**src/rtl/mux_rr_arbiter.sv**
```systemverilog
// Round-robin arbiter sharing one 8:1 WIDTH-bit mux among eight requesters, feeding a
// single-entry valid/ready output buffer. Define MUX_RR_ARBITER_STATS_EN to add xfer_count.
module mux_rr_arbiter #(
  parameter int WIDTH = 32
) (
  input  logic               clk,
  input  logic               reset,
  input  logic [7:0]         req,
  input  logic [8*WIDTH-1:0] in_data,
  output logic [7:0]         gnt,
  output logic [WIDTH-1:0]   out_data,
  output logic [2:0]         out_src,
  output logic               out_valid,
  input  logic               out_ready
`ifdef MUX_RR_ARBITER_STATS_EN
  ,
  output logic [15:0]        xfer_count
`endif
);

  typedef enum logic {
    EMPTY = 1'b0,
    FULL  = 1'b1
  } state_t;

  state_t             state_reg;
  logic [2:0]         ptr_reg;
  logic [WIDTH-1:0]   out_data_reg;
  logic [2:0]         out_src_reg;

  logic [WIDTH-1:0]   words [8];
  logic [7:0]         rot_req;
  logic [2:0]         offset;
  logic [2:0]         sel;
  logic [WIDTH-1:0]   mux_out;
  logic               any_req;
  logic               load;
  logic               grant_en;

  // rot_req[k] is the request of the source k positions after ptr, so the
  // lowest set bit of rot_req is the round-robin winner.
  generate
    for (genvar gi = 0; gi < 8; gi++) begin : g_lanes
      assign words[gi]   = in_data[gi*WIDTH +: WIDTH];
      assign rot_req[gi] = req[3'(ptr_reg + 3'(gi))];
      assign gnt[gi]     = grant_en && (sel == 3'(gi));
    end
  endgenerate

  always_comb begin
    offset = 3'd0;
    for (int k = 7; k >= 0; k--) begin
      if (rot_req[k]) offset = 3'(k);
    end
  end

  assign sel      = ptr_reg + offset;
  assign mux_out  = words[sel];
  assign any_req  = |req;
  assign load     = (state_reg == EMPTY) || out_ready;
  assign grant_en = !reset && load && any_req;

  assign out_valid = (state_reg == FULL);
  assign out_data  = out_data_reg;
  assign out_src   = out_src_reg;

  always_ff @(posedge clk) begin
    if (reset) begin
      state_reg    <= EMPTY;
      ptr_reg      <= 3'd0;
      out_data_reg <= '0;
      out_src_reg  <= 3'd0;
    end else begin
      case (state_reg)
        EMPTY: begin
          if (grant_en) begin
            state_reg    <= FULL;
            out_data_reg <= mux_out;
            out_src_reg  <= sel;
            ptr_reg      <= sel + 3'd1;
          end
        end
        FULL: begin
          // A grant here implies out_ready, so drain and refill happen together.
          if (grant_en) begin
            out_data_reg <= mux_out;
            out_src_reg  <= sel;
            ptr_reg      <= sel + 3'd1;
          end else if (out_ready) begin
            state_reg <= EMPTY;
          end
        end
        default: state_reg <= EMPTY;
      endcase
    end
  end

`ifdef MUX_RR_ARBITER_STATS_EN
  logic [15:0] xfer_count_reg;

  always_ff @(posedge clk) begin
    if (reset) begin
      xfer_count_reg <= 16'd0;
    end else if (out_valid && out_ready) begin
      xfer_count_reg <= xfer_count_reg + 16'd1;
    end
  end

  assign xfer_count = xfer_count_reg;
`endif

endmodule

```
**config.mk**
```make
export PLATFORM = sky130hd
export DESIGN_NAME = mux_rr_arbiter
export DESIGN_NICKNAME = d
export VERILOG_FILES = /design/src/rtl/mux_rr_arbiter.sv
export SDC_FILE = /design/constraint.sdc
export NUM_CORES = 1
export LEC_CHECK = 0
export CAP_MARGIN = 25
export CORE_ASPECT_RATIO = 1.4
export CORE_MARGIN = 5
export CORE_UTILIZATION = 32
export CTS_CLUSTER_DIAMETER = 30
export CTS_CLUSTER_SIZE = 28
export DETAILED_ROUTE_END_ITERATION = 8
export PLACE_DENSITY = 0.77
export SLEW_MARGIN = 20
export SYNTH_ARGS = -nofsm -noshare
export SYNTH_HDL_FRONTEND = slang
export SYNTH_SLANG_ARGS = --single-unit
```
**constraint.sdc**
```tcl
create_clock -name clk -period 7.15 [get_ports clk]
set_clock_uncertainty 0.2 [all_clocks]
set_input_delay 2.145 -clock clk [delete_from_list [all_inputs] [get_ports clk]]
set_output_delay 2.145 -clock clk [all_outputs]
set_load 0.005 [all_outputs]
```
# Yosys cells after proc, flatten, opt, wreduce, memory -nomap -nowiden
# Cells that the tools add are included.
dict set report totals {
  elab_cells 79
  mem_bits_rw 0
  romBits 0
  ff_bits 39
  out_inout_bits 44
  input_bits 267
  memories 0
  latch_bits 0
}
dict set report op_classes {
  n_reduce_logical 14
  n_shift 0
  bitwise_logic 2
  div_mod_pow 0
  order_cmp 9
  mux 34
  eq_ne 7
  mul 0
  add_sub_neg 9
}
# cell count
set op_table {}
lappend op_table {{binary-select mux 32 bit (select 3 bit)} 1}
lappend op_table {{2-to-1 mux 32 bit} 3}
lappend op_table {{less-than comparator 3 x 4 -> 1 bit, second input constant} 8}
lappend op_table {{2-to-1 mux 3 bit} 10}
lappend op_table {{binary-select mux 1 bit (select 3 bit)} 8}
lappend op_table {{adder 3 bit, second input constant} 4}
lappend op_table {{equality test 3 bit, second input constant} 4}
lappend op_table {{2-to-1 mux 1 bit} 11}
lappend op_table {{logical AND 1 bit} 10}
lappend op_table {{OR reduction 8 bit} 1}
lappend op_table {{adder 3 x 1 -> 3 bit, second input constant} 2}
lappend op_table {{adder 3 x 2 -> 3 bit, second input constant} 2}
lappend op_table {{equality test 3 x 2 -> 1 bit, second input constant} 2}
lappend op_table {{greater-or-equal comparator 4 bit, second input constant} 1}
lappend op_table {{inverter 3 -> 4 bit} 1}
lappend op_table {{adder 3 bit} 1}
lappend op_table {{equality test 3 x 1 -> 1 bit, second input constant} 1}
lappend op_table {{logical NOT 3 bit} 1}
lappend op_table {{case mux 1 bit (2 select lines)} 1}
lappend op_table {{logical NOT 1 bit} 1}
lappend op_table {{logical OR 1 bit} 1}
lappend op_table {{inverter 1 bit} 1}

# Depth between registers and ports, before layout
dict set report logic_depth {
  word_depth 17
  depth_mapped 21
  depth_no_buf 16
}

# Least setup slack after synthesis
# No wires, ideal clock.
dict set report synth_timing {
  path_type {input to output}
  start {in req[3]}
  end {out gnt[7]}
  stages 17
  required_time_ns 4.805
  slack_ns -0.263
  arrival_ns 5.068
  path_cell_list {mux4_2 mux2i_1 o21ai_0 nand2_1 o21ai_0 a21bo_2 a221oi_1 ha_1 inv_1 fa_1 a31o_1 buf_2 and2_1 buf_6 buf_6 ha_1 and2_1}
}
dict set report synth_via {
  elab_chain_len 13
  elab_cells_between_ends 29
}
# item line_no
set synth_rtl {}
lappend synth_rtl {{start, declared} 8} ;# input logic [7:0] req,
lappend synth_rtl {{binary-select mux 1 bit (select 3 bit)} 45} ;# assign rot_req[gi] = req[3'(ptr_reg + 3'(gi))];
lappend synth_rtl {{2-to-1 mux 1 bit (not written as such)} 45}
lappend synth_rtl {{2-to-1 mux 3 bit (8 in series)} 53} ;# if (rot_req[k]) offset = 3'(k);
lappend synth_rtl {{adder 3 bit} 57} ;# assign sel = ptr_reg + offset;
lappend synth_rtl {{equality test 3 bit} 46} ;# assign gnt[gi] = grant_en && (sel == 3'(gi));
lappend synth_rtl {{logical AND 1 bit *} 46}
lappend synth_rtl {{end, declared} 10} ;# output logic [7:0] gnt,
# Mark *: on every way between the ends. The rest lies on a longest branch, timed or not. The select of a mux whose other input is x is not followed.

# Worst setup path in the final report
dict set report layout_timing {
  start {in req[7]}
  end {out gnt[3]}
}
dict set report layout_via {
  elab_chain_len 13
  elab_cells_between_ends 29
}
# item line_no
set layout_rtl {}
lappend layout_rtl {{binary-select mux 1 bit (select 3 bit)} 45}
lappend layout_rtl {{2-to-1 mux 1 bit (not written as such)} 45}
lappend layout_rtl {{2-to-1 mux 3 bit (8 in series)} 53}
lappend layout_rtl {{adder 3 bit} 57}
lappend layout_rtl {{equality test 3 x 2 -> 1 bit} 46}
lappend layout_rtl {{logical AND 1 bit *} 46}
# Marked as above.

==> metrics.md <==
| Metric | Value |
|---|---|
| Number of antenna violations at the first check in global routing | 1 |
| Std-Cell Core Area | 0.0129 mm^2 |
| Worst min path class | register to register |
| Startpoint of the worst hold path | out_src[2] |
| Longest individual stage delay on the worst path | ~0.80 ns |
| Fraction of registers with async set or reset after synthesis | 0 |
| Required time of the worst setup path | 4.81 ns |
| Depth of the most critical reg-to-reg path | 16 |
| Unique cell type count in the Yosys netlist | 40 |
| Setup-failing EPs final | 8 |
| Most frequent standard cell in the layout excluding fill and tap cells | sky130_fd_sc_hd__clkdlybuf4s50_1 |
| Final Core Density | 0.609 |
| Largest family of logic cells by synthesized area | multiplexers |
| Arrival @ worst endpoint | between 5 and 6 ns |
| CP Capture Type | primary output |
| Number of standard cells in the layout, taps in and fillers out | about 840 |
| Area of placed instances | between 0.007 and 0.008 mm^2 |
| Critical path cell sequence | buf_8 -> mux4_2 -> mux2i_1 -> o21ai_1 -> nand2_2 -> o21ai_2 -> a21bo_4 -> a221oi_4 -> ha_4 -> inv_2 -> fa_4 -> nor2b_4 -> buf_6 -> ha_4 -> and2_4 -> buf_6 |
| Syn avg cell area | 11.1 um^2 |
| Cell row count | 49 |
| FF+latch count, synth | 39 |
| Category of the worst setup path launch point | input pin |
| Post-layout nets | 957 |
| Post-Synthesis Cell Area | approximately 0.0042 mm^2 |
| Width of the die | between 100 and 150 um |
| Count of filler cells inserted in the layout | between 1,000 and 1,500 |
| Flop-to-flop setup slack | ~2.2 ns |
| Buffering stage count on the worst path with inverters included | 4 |
| Maximum capacitance violations | 0 |
| Simple-gate share of the synthesized area | 0.113 |
| Top flip-flop cell by instance count after synthesis | sky130_fd_sc_hd__dfxtp_1 |
| Area overhead of the layout relative to synthesis | 86.3% |
| Max-slew violation total from the final report | 0 |
| Area fraction in compound gates after synthesis | 0.192 |
| Final number of hold-violating endpoints | 0 |
| Die extent in y | about 150 um |
| Post-Synthesis Cells | 378 |
| WHS | around 0.25 ns |
| Violations in the final reports | setup timing |
| Upper clock frequency limit | 133 MHz |
| Max FFs per register | 32 |
| Area share of fa/ha/maj cells after synthesis | 0.0196 |
| Hold buffer count at CTS | 0 |
| Worst r2r dst | out_data[0] |
| Mux contribution to synthesized area | 0.423 |
| Effective utilization at floorplan | 0.327 |
| Vias in the first global route | ~5,200 |
| Status | finished with violations |
| Count of routing violations after the opening detailed-route iteration | 199 |
| Overall global routing resource usage | 0.234 |
| Area of the die | 0.0156 mm^2 |
| Number of nets with antenna violations after detailed routing | 0 |
| Worst-case headroom to the max-slew limit | 0.343 |
| Yosys top cell area share | 0.401 |
| Number of buffers between clock root and the deepest sink | 2 |
| First-pass GRT wire length | approximately 29,000 um |
| Deepest level of the CTS H-tree | 2 |
| DR DRC count | 0 |
| Total non-filler cell area in the finished layout | just under 0.008 mm^2 |
| Most frequent cells in the layout | sky130_fd_sc_hd__clkdlybuf4s50_1, sky130_fd_sc_hd__mux4_2, sky130_fd_sc_hd__nor2_1 |
| Gr ovfl total | 0 |
| Synth top area cells | sky130_fd_sc_hd__mux4_2, sky130_fd_sc_hd__dfxtp_1, sky130_fd_sc_hd__a2111oi_2 |
| Final antenna diode count | 0 |
| Critical path peak fanout | 4 |
| CTS tree | built |
| Sequential area share after synthesis | 0.186 |
| Fraction of synthesized cell area in xor and xnor cells | 0.00833 |
| Clock tree root buffer cell | sky130_fd_sc_hd__clkbuf_16 |
| Setup Total Neg Slack | -2.00 ns |
| Clock sink count | 39 |
| Sink of the worst hold path | out_src[2] |
| Detailed Route WL | about 19,000 um |
| Slew of the pin with the lowest slew margin | between 0.9 and 1 ns |
| Total design power | 4.33 mW |
| Synth warnings | 0 |
| Worst hold path depth | 2 |
| EDFF count, synth | 0 |
| PD cells | around 550 mW/mm^2 |
| Routability congestion estimate from global placement | 0.908 |
| RSZ-0062 raised after global routing | yes |
| Mapped Nets | 651 |
| Skew-Pair Late Insertion Delay | around 0.27 ns |
| Leakage power total | ~2.8 nW |
| Critical-path cell with the highest stage delay | sky130_fd_sc_hd__fa_4 |
| Crit path max-delay family | adder cells |
| DR pass1 iterations | 4 |
| Clock buffers created by TritonCTS | 5 |
| Synth area leader | sky130_fd_sc_hd__mux4_2 |
| Reg clk slew, reported paths | 0.06 ns |
| Detailed-placement wirelength estimate | about 15,000 um |
| Worst reg2reg startpoint | ptr_reg[1] |
| Wire length per cell after detailed routing | around 22 um |
| Worst slack after detailed placement | -1.22 ns |
| Post-detailed-route via-to-cell ratio | about 5.6 |
| Share of layout cells above drive strength 1 | 0.273 |
| DR vias | 4,669 |
| VDD IR max | approximately 0.00046 V |
| Buffers added on ports | 310 |
| Min setup slack post-route | -0.350 ns |
| Critical path class | input pin to primary output |
| Pin count of the biggest net entering global routing | 68 |
| Post-placement cell count | 819 |
| Number of I/O pins | 311 |
| Period utilisation layout | 1.05 |
| Time the final worst path needs with I/O delays and setup | 7.50 ns |
-- worst max path at each step --
stage	from	end	slack (ns)	cells after the start
after floorplan	req[7]	gnt[3]	-0.17	18
after global placement	req[3]	gnt[6]	-1.16	13
after detailed placement	req[3]	gnt[3]	-1.22	16
after CTS	req[7]	gnt[3]	-0.30	16
after global routing	req[0]	gnt[4]	-0.45	15
final	req[7]	gnt[3]	-0.35	16
-- final cells by class --
type                            instances  area [um^2]  share of cell area
Clock buffer                            7          133              0.0169
Tap cell                              153          191              0.0244
Clock inverter                          1         5.00            0.000638
Timing Repair Buffer                  346         3360               0.429
Multi-Input combinational cell        286         3340               0.427
Sequential cell                        39          781              0.0996
Inverter                                6         25.0             0.00319
-- cells in the mapped netlist (2+ instances only) --
| cell | n |
|---|---|
| sky130_fd_sc_hd__nand2b_1 | 2 |
| sky130_fd_sc_hd__inv_1 | 5 |
| sky130_fd_sc_hd__nor3_1 | 3 |
| sky130_fd_sc_hd__nand2_1 | 10 |
| sky130_fd_sc_hd__dfxtp_1 | 39 |
| sky130_fd_sc_hd__buf_1 | 4 |
| sky130_fd_sc_hd__clkbuf_1 | 34 |
| sky130_fd_sc_hd__a211oi_1 | 34 |
| sky130_fd_sc_hd__o21ai_0 | 3 |
| sky130_fd_sc_hd__a2111oi_2 | 25 |
| sky130_fd_sc_hd__or4_1 | 2 |
| sky130_fd_sc_hd__xor2_1 | 2 |
| sky130_fd_sc_hd__nor2b_1 | 5 |
| sky130_fd_sc_hd__mux2i_1 | 7 |
| sky130_fd_sc_hd__o21ai_1 | 2 |
| sky130_fd_sc_hd__a2111oi_1 | 7 |
| sky130_fd_sc_hd__nor4_1 | 2 |
| sky130_fd_sc_hd__ha_1 | 5 |
| sky130_fd_sc_hd__mux4_2 | 75 |
| sky130_fd_sc_hd__xnor2_1 | 2 |
| sky130_fd_sc_hd__buf_2 | 4 |
| sky130_fd_sc_hd__nand3_1 | 2 |
| sky130_fd_sc_hd__buf_6 | 5 |
| sky130_fd_sc_hd__and2_1 | 4 |
| sky130_fd_sc_hd__nor2_1 | 75 |
| sky130_fd_sc_hd__a21oi_1 | 6 |
-- kinds of logic after synthesis --
group | count (synthesis)
simple gates | 110
compound gates | 83
flops | 39
xor+xnor | 4
fa+ha+maj | 6
buf+inv | 53
mux | 83
-- power breakdown --
part           switching (mW)  total, mW  internal [mW]
registers              0.0551      0.375          0.319
logic                    1.73       3.75           2.01
clock network          0.0832      0.212          0.129
total                    1.87       4.33           2.46
-- worst register-to-register path, delay by kind of cell (launching register included) --
family,cells,cell delay (ns)
compound gates,4,1.01
mux,3,1.04
buf+inv,4,0.67
fa+ha+maj,3,1.46
simple gates,2,0.15
flops,1,0.33
-- timing repair --
action                     in CTS  in global routing
setup endpoints to repair       8                  8
buffers inserted                6                  5
resized for setup              98                  7
pin swaps                      10                  8
-- metal layers --
metal,track usage,part of all wire,vias up
li1,-,-,2146
met1,0.266,0.36,2277
met2,0.438,0.55,218
met3,0.0550,0.071,26
met4,0.0518,0.021,2
met5,0,0.00075,-
No activity file was read; power rests on OpenSTA's default activity.
